### src/rtl/fetch_stage_pkg.sv
// Shared definitions for the instruction-fetch stage: NOP encoding, FSM state
// encodings, the default reset PC and a branch-target alignment helper.
package fetch_stage_pkg;

  localparam logic [31:0] NOP_INSTR        = 32'hD503201F;
  localparam logic [63:0] DEFAULT_RESET_PC = 64'h0;

  typedef enum logic [1:0] {
    ST_BOOT   = 2'd0,
    ST_RUN    = 2'd1,
    ST_HALTED = 2'd2
  } fetch_state_e;

  // Instructions are word aligned, so the low two target bits carry no meaning.
  function automatic logic [63:0] align_target(input logic [63:0] target);
    return {target[63:2], 2'b00};
  endfunction

endpackage

### src/rtl/fetch_stage_pc_register.sv
// Program counter: 64-bit register with asynchronous reset to RESET_PC and a
// load enable selecting the next value.
module pc_register
  import fetch_stage_pkg::*;
#(
  parameter logic [63:0] RESET_PC = DEFAULT_RESET_PC
) (
  input  logic        CLK,
  input  logic        Reset,
  input  logic        i_load,
  input  logic [63:0] i_next,
  output logic [63:0] o_pc
);

  logic [63:0] r_pc;

  always_ff @(posedge CLK or posedge Reset) begin
    if (Reset) begin
      r_pc <= RESET_PC;
    end else if (i_load) begin
      r_pc <= i_next;
    end
  end

  assign o_pc = r_pc;

endmodule

### src/rtl/fetch_stage.sv
// Instruction-fetch stage: drives the PC to instruction memory and captures the
// returned word into the IF/ID register, handling stall, redirect and halt.
module fetch_stage
  import fetch_stage_pkg::*;
#(
  parameter logic [63:0] RESET_PC   = DEFAULT_RESET_PC,
  parameter int unsigned IMEM_BYTES = 160
) (
  input  logic         CLK,
  input  logic         Reset,
  output logic [63:0]  Address,
  input  logic [31:0]  Data,
  input  logic         Stall,
  input  logic         BranchTaken,
  input  logic [63:0]  BranchTarget,
  output logic [63:0]  IFID_PC,
  output logic [31:0]  IFID_Instr,
  output logic         IFID_Valid,
  output logic         Halted,
  output logic [31:0]  FetchCount,
  output fetch_state_e DbgState
);

  localparam logic [63:0] IMEM_LIMIT = 64'(IMEM_BYTES);

  fetch_state_e r_state, w_state_next;

  logic [63:0] w_pc;
  logic        w_pc_load;
  logic [63:0] w_pc_next;

  logic [63:0] r_ifid_pc;
  logic [31:0] r_ifid_instr;
  logic        r_ifid_valid;
  logic [31:0] r_fetch_count;

  logic        w_ifid_load;
  logic        w_ifid_valid_next;
  logic [31:0] w_ifid_instr_next;
  logic        w_count_inc;

  logic [63:0] w_branch_target;
  logic        w_branch_in_range;
  logic        w_pc_out_of_range;

  assign w_branch_target   = align_target(BranchTarget);
  assign w_branch_in_range = (w_branch_target < IMEM_LIMIT);
  assign w_pc_out_of_range = (w_pc >= IMEM_LIMIT);

  pc_register #(
    .RESET_PC (RESET_PC)
  ) u_pc_register (
    .CLK    (CLK),
    .Reset  (Reset),
    .i_load (w_pc_load),
    .i_next (w_pc_next),
    .o_pc   (w_pc)
  );

  always_ff @(posedge CLK or posedge Reset) begin
    if (Reset) begin
      r_state <= ST_BOOT;
    end else begin
      r_state <= w_state_next;
    end
  end

  // Redirect outranks stall; a bubble always records the PC it replaces.
  always_comb begin
    w_state_next      = r_state;
    w_pc_load         = 1'b0;
    w_pc_next         = w_pc;
    w_ifid_load       = 1'b0;
    w_ifid_valid_next = 1'b0;
    w_ifid_instr_next = NOP_INSTR;
    w_count_inc       = 1'b0;

    unique case (r_state)
      ST_BOOT: begin
        w_ifid_load  = 1'b1;
        w_state_next = ST_RUN;
      end
      ST_RUN: begin
        if (BranchTaken) begin
          w_pc_load   = 1'b1;
          w_pc_next   = w_branch_target;
          w_ifid_load = 1'b1;
        end else if (Stall) begin
          w_ifid_load = 1'b0;
        end else if (w_pc_out_of_range) begin
          w_ifid_load  = 1'b1;
          w_state_next = ST_HALTED;
        end else begin
          w_ifid_load       = 1'b1;
          w_ifid_valid_next = 1'b1;
          w_ifid_instr_next = Data;
          w_pc_load         = 1'b1;
          w_pc_next         = w_pc + 64'd4;
          w_count_inc       = 1'b1;
        end
      end
      ST_HALTED: begin
        w_ifid_load = 1'b1;
        if (BranchTaken && w_branch_in_range) begin
          w_pc_load    = 1'b1;
          w_pc_next    = w_branch_target;
          w_state_next = ST_RUN;
        end
      end
      default: begin
        w_state_next = ST_BOOT;
      end
    endcase
  end

  always_ff @(posedge CLK or posedge Reset) begin
    if (Reset) begin
      r_ifid_pc    <= 64'h0;
      r_ifid_instr <= NOP_INSTR;
      r_ifid_valid <= 1'b0;
    end else if (w_ifid_load) begin
      r_ifid_pc    <= w_pc;
      r_ifid_instr <= w_ifid_instr_next;
      r_ifid_valid <= w_ifid_valid_next;
    end
  end

  always_ff @(posedge CLK or posedge Reset) begin
    if (Reset) begin
      r_fetch_count <= 32'h0;
    end else if (w_count_inc && (r_fetch_count != 32'hFFFF_FFFF)) begin
      r_fetch_count <= r_fetch_count + 32'd1;
    end
  end

  assign Address    = w_pc;
  assign IFID_PC    = r_ifid_pc;
  assign IFID_Instr = r_ifid_instr;
  assign IFID_Valid = r_ifid_valid;
  assign Halted     = (r_state == ST_HALTED);
  assign FetchCount = r_fetch_count;
  assign DbgState   = r_state;

endmodule
### config.mk
export PLATFORM = sky130hd
export DESIGN_NAME = fetch_stage
export DESIGN_NICKNAME = d
export VERILOG_FILES = /design/src/rtl/fetch_stage_pkg.sv /design/src/rtl/fetch_stage_pc_register.sv /design/src/rtl/fetch_stage.sv
export SDC_FILE = /design/constraint.sdc
export NUM_CORES = 1
export LEC_CHECK = 0
export CORE_MARGIN = 1.5
export CORE_UTILIZATION = 41
export CTS_CLUSTER_SIZE = 20
export DETAILED_ROUTE_END_ITERATION = 7
export GPL_TIMING_DRIVEN = 1
export PLACE_DENSITY_LB_ADDON = 0.08
export SLEW_MARGIN = 20
export SYNTH_ARGS = -nofsm -noshare
export SYNTH_HDL_FRONTEND = slang
export SYNTH_SLANG_ARGS = --single-unit
### constraint.sdc
create_clock -name CLK -period 6.8 [get_ports CLK]
set_input_delay 0.68 -clock CLK [delete_from_list [all_inputs] [get_ports CLK]]
set_output_delay 0.68 -clock CLK [all_outputs]
set_load 0.05 [all_outputs]
==> key figures <==
Clocking
  • Clock slew seen by the registers of the worst setup and hold paths: 0.07 ns
  • Clock root buffer: clkbuf_16
  • CTS Buf Count: 17
  • Hold Buf Count CTS: 0
  • Post-CTS setup buffer count: 0
  • Sink Count: 191
  • Clock tree buffer depth: 2
  • CTS tree: yes
  • Worst-skew pair later-pin latency: 0.43 ns
  • H-tree Lvls: 4
  • Post-CTS Resized: 0

Drt
  • DRC Markers: 0
  • DR vias/cell: 5.23
  • First-pass iteration count of the detailed router: 7
  • Antenna viol nets, final: 0
  • WL/cell: 18.6 µm
  • Vias after detailed routing: 7484
  • Initial DRC count: 427
  • Detailed-route wire length: 26600 µm

Timing
  • Tmin final: 3.58 ns
  • Slew Viols, Final: 0
  • RSZ-0062 raised after global routing: false
  • Worst clock skew: 0.0167 ns
  • Final setup vio count: 0
  • Hold Violations, Final: 0
  • Post-Route Setup TNS: 0 ns
  • Final period util: 52.6%
  • Fmax: 279 MHz
  • Worst-Margin Slew: 1.01 ns
  • Rel. slew slack: 32.4%

Critical path
  • Reg2reg start: u_pc_register.o_pc[46]$_DFFE_PP0P_
  • Crit path launch: BranchTarget[54]
  • Startpoint types: primary input
  • CP Capture Type: register
  • CP max FO: 50
  • WP data required: 7.11 ns
  • Critical path arrival: 3.89 ns
  • Type of the worst setup path: primary input to register

Synth
  • Synth Warn #: 0
  • Synth area leaders: dfrtp_1 (52%), nand2_1 (9.9%), dfstp_2 (4.0%), mux2_2 (3.9%), nor2_1 (2.8%)
  • Synth Cell Area: 8560 µm²
  • Yosys top cell by area: dfrtp_1
  • #FFs+latches synth: 191
  • Mapped Cells: 873
  • Top FF cell, synth: dfrtp_1
  • Post-synth top area share: 52.0%
  • Mapped Avg Cell Area: 9.81 µm²
  • Post-synth cell types: 57
  • Async SR Flop Fraction: 100%
  • EDFF count, synth: 0
  • Register area share after synthesis: 56.0%

Die
  • Die height: 148 µm
  • Initial Utilization: 42.0%
  • FP Rows: 52
  • IO Pins: 296
  • Placeable Area: 20400 µm²
  • Die width: 148 µm
  • Die area: 21800 µm²

Layout
  • Share of layout cells above drive strength 1: 8.45%
  • Final instance area: 12300 µm²
  • # nets final: 1254
  • Commonest non-fill, non-tap cell in the layout: clkdlybuf4s50_1
  • FILL cells: 1776
  • # diodes: 0
  • Area delta synth->final: 43.2%
  • Most frequent cells in the layout: clkdlybuf4s50_1 (289), nand2_1 (225), dfrtp_1 (178)

Placed design
  • Count of input and output buffers: 289
  • GP Congestion: 0.813
  • Area after DPL: 11700 µm²
  • Dpl hpwl: 18700 µm

Power
  • Pint: 0.00315 W
  • Clock power frac: 15.0%
  • Sw power: 0.00329 W
  • Sequential Power Share: 30.4%
  • Gate power share: 54.6%
  • Max IR drop VDD: 0.406 mV
  • Switching Fraction: 51.1%
  • Leakage: 5.29 nW
  • Pwr Density: 525 nW/µm²

Global routing
  • GRT Util Overall: 24.9%
  • Number of global-route vias before repair: 7309
  • Initial antenna violation count: 0
  • First-pass GRT wire length: 42100 µm
  • Global route total overflow: 0
  • Pin count of the biggest net entering global routing: 143

Outcome
  • Outcome: finished clean

Min path
  • HP Class: register to register
  • Worst Hold Launch: IFID_Instr[16]$_DFFE_PP1P_

Run
  • Max-cap viol count: 0
-- final cells by class --
cell class | instances | area (µm²) | area share (%)
inverters | 25 | 101 | 0.827
flip-flops and latches | 191 | 4800 | 39.1
multi-input cells | 615 | 3490 | 28.5
well taps | 270 | 338 | 2.76
clock buffers | 18 | 439 | 3.58
repair buffers | 297 | 2970 | 24.2
clock inverters | 14 | 120 | 0.980
-- cell usage after synthesis (4+ instances only) --
library cell and number:
a21oi_1 8, a2bb2oi_1 7, a31oi_1 4, and2_1 5
and3_1 6, buf_2 8, buf_4 5, clkbuf_1 30
dfrtp_1 178, dfstp_2 13, ha_1 7, inv_1 25
mux2_2 30, mux2i_1 12, nand2_1 225, nand3_1 16
nand4_1 30, nor2_1 64, nor3_1 26, nor4_1 35
o21ai_0 44, o22a_1 7, o22ai_1 7, o41ai_1 4
xnor2_1 5, xor2_1 26
-- power groups by stage --
stage | Sequential, W | Clock (W) | Combinational [W]
after global routing | 0.00201 | 0.00104 | 0.00376
final | 0.00196 | 0.000968 | 0.00351
after CTS | 0.00195 | 0.000993 | 0.00355
after detailed placement | 0.00197 | 0 | 0.00354
after global placement | 0.00196 | 0 | 0.00351
after floorplan | 0.00312 | 0 | 0.00113
-- stage by stage --
step           util [%]  std cells  total power, W  setup slack (ns)  hold slack (ns)
2_1_floorplan         -        876         0.00425             0.943            0.567
3_3_place_gp       57.3       1397         0.00547              2.83            0.442
3_5_place_dp       57.3       1397         0.00551              2.83            0.449
4_1_cts            60.1       1429         0.00650              3.28            0.462
5_1_grt            60.2       1430         0.00681              3.11            0.496
6_report           60.2       1430         0.00644              3.22            0.459
-- path summary, 6_finish.rpt --
| check | end | slack, ns | cells after the start |
|---|---|---|---|
| max in group asynchronous | u_pc_register.o_pc[15]$_DFFE_PP0P_ | 4.68 | 4 |
| min in group asynchronous | u_pc_register.o_pc[4]$_DFFE_PP0P_ | 0.62 | 2 |
| hold / removal | IFID_Instr[16]$_DFFE_PP1P_ | 0.46 | 2 |
| setup reg to reg | FetchCount[29]$_DFFE_PP0P_ | 3.51 | 6 |
| hold reg to reg | IFID_Instr[16]$_DFFE_PP1P_ | 0.46 | 2 |
| setup / recovery | u_pc_register.o_pc[9]$_DFFE_PP0P_ | 3.22 | 8 |
-- critical path, cell delays in order --
cell and delay (ns):
clkdlybuf4s50_1 0.46, nor4_1 0.63, nand4_1 0.21, nor4_1 0.40, nor2b_1 0.28, nor3_2 0.23, buf_4 0.54, mux2_2 0.40
-- kinds of logic (layout without fill, tap and decap cells) --
| logic type | count (synthesis) | count (layout) | synth area share (%) |
|---|---|---|---|
| adder cells (fa/ha/maj) | 7 | 7 | 1.02 |
| other | 1 | 4 | 0.0438 |
| AO/OA/AOI/OAI | 96 | 96 | 7.15 |
| flip-flops | 191 | 191 | 56.0 |
| XOR/XNOR | 31 | 31 | 3.17 |
| multiplexers | 45 | 45 | 5.74 |
| AND/OR/NAND/NOR | 432 | 432 | 23.3 |
| buffers and inverters | 70 | 354 | 3.58 |
-- sequential cells by signal (all words and copies together) (netlist names) --
name and count:
u_pc_register.o_pc 62, FetchCount 32, IFID_Instr 32, DbgState 2, IFID_PC 62, IFID_Valid 1
-- layer usage --
metal	track usage, %	vias to the layer above	part of all wire, %
met5	0	-	0
met4	6.05	0	1.7
met3	6.91	24	7.3
met2	39.7	267	47
met1	33.7	3656	44
li1	-	3537	-
Power figures use the tool's default switching activity.
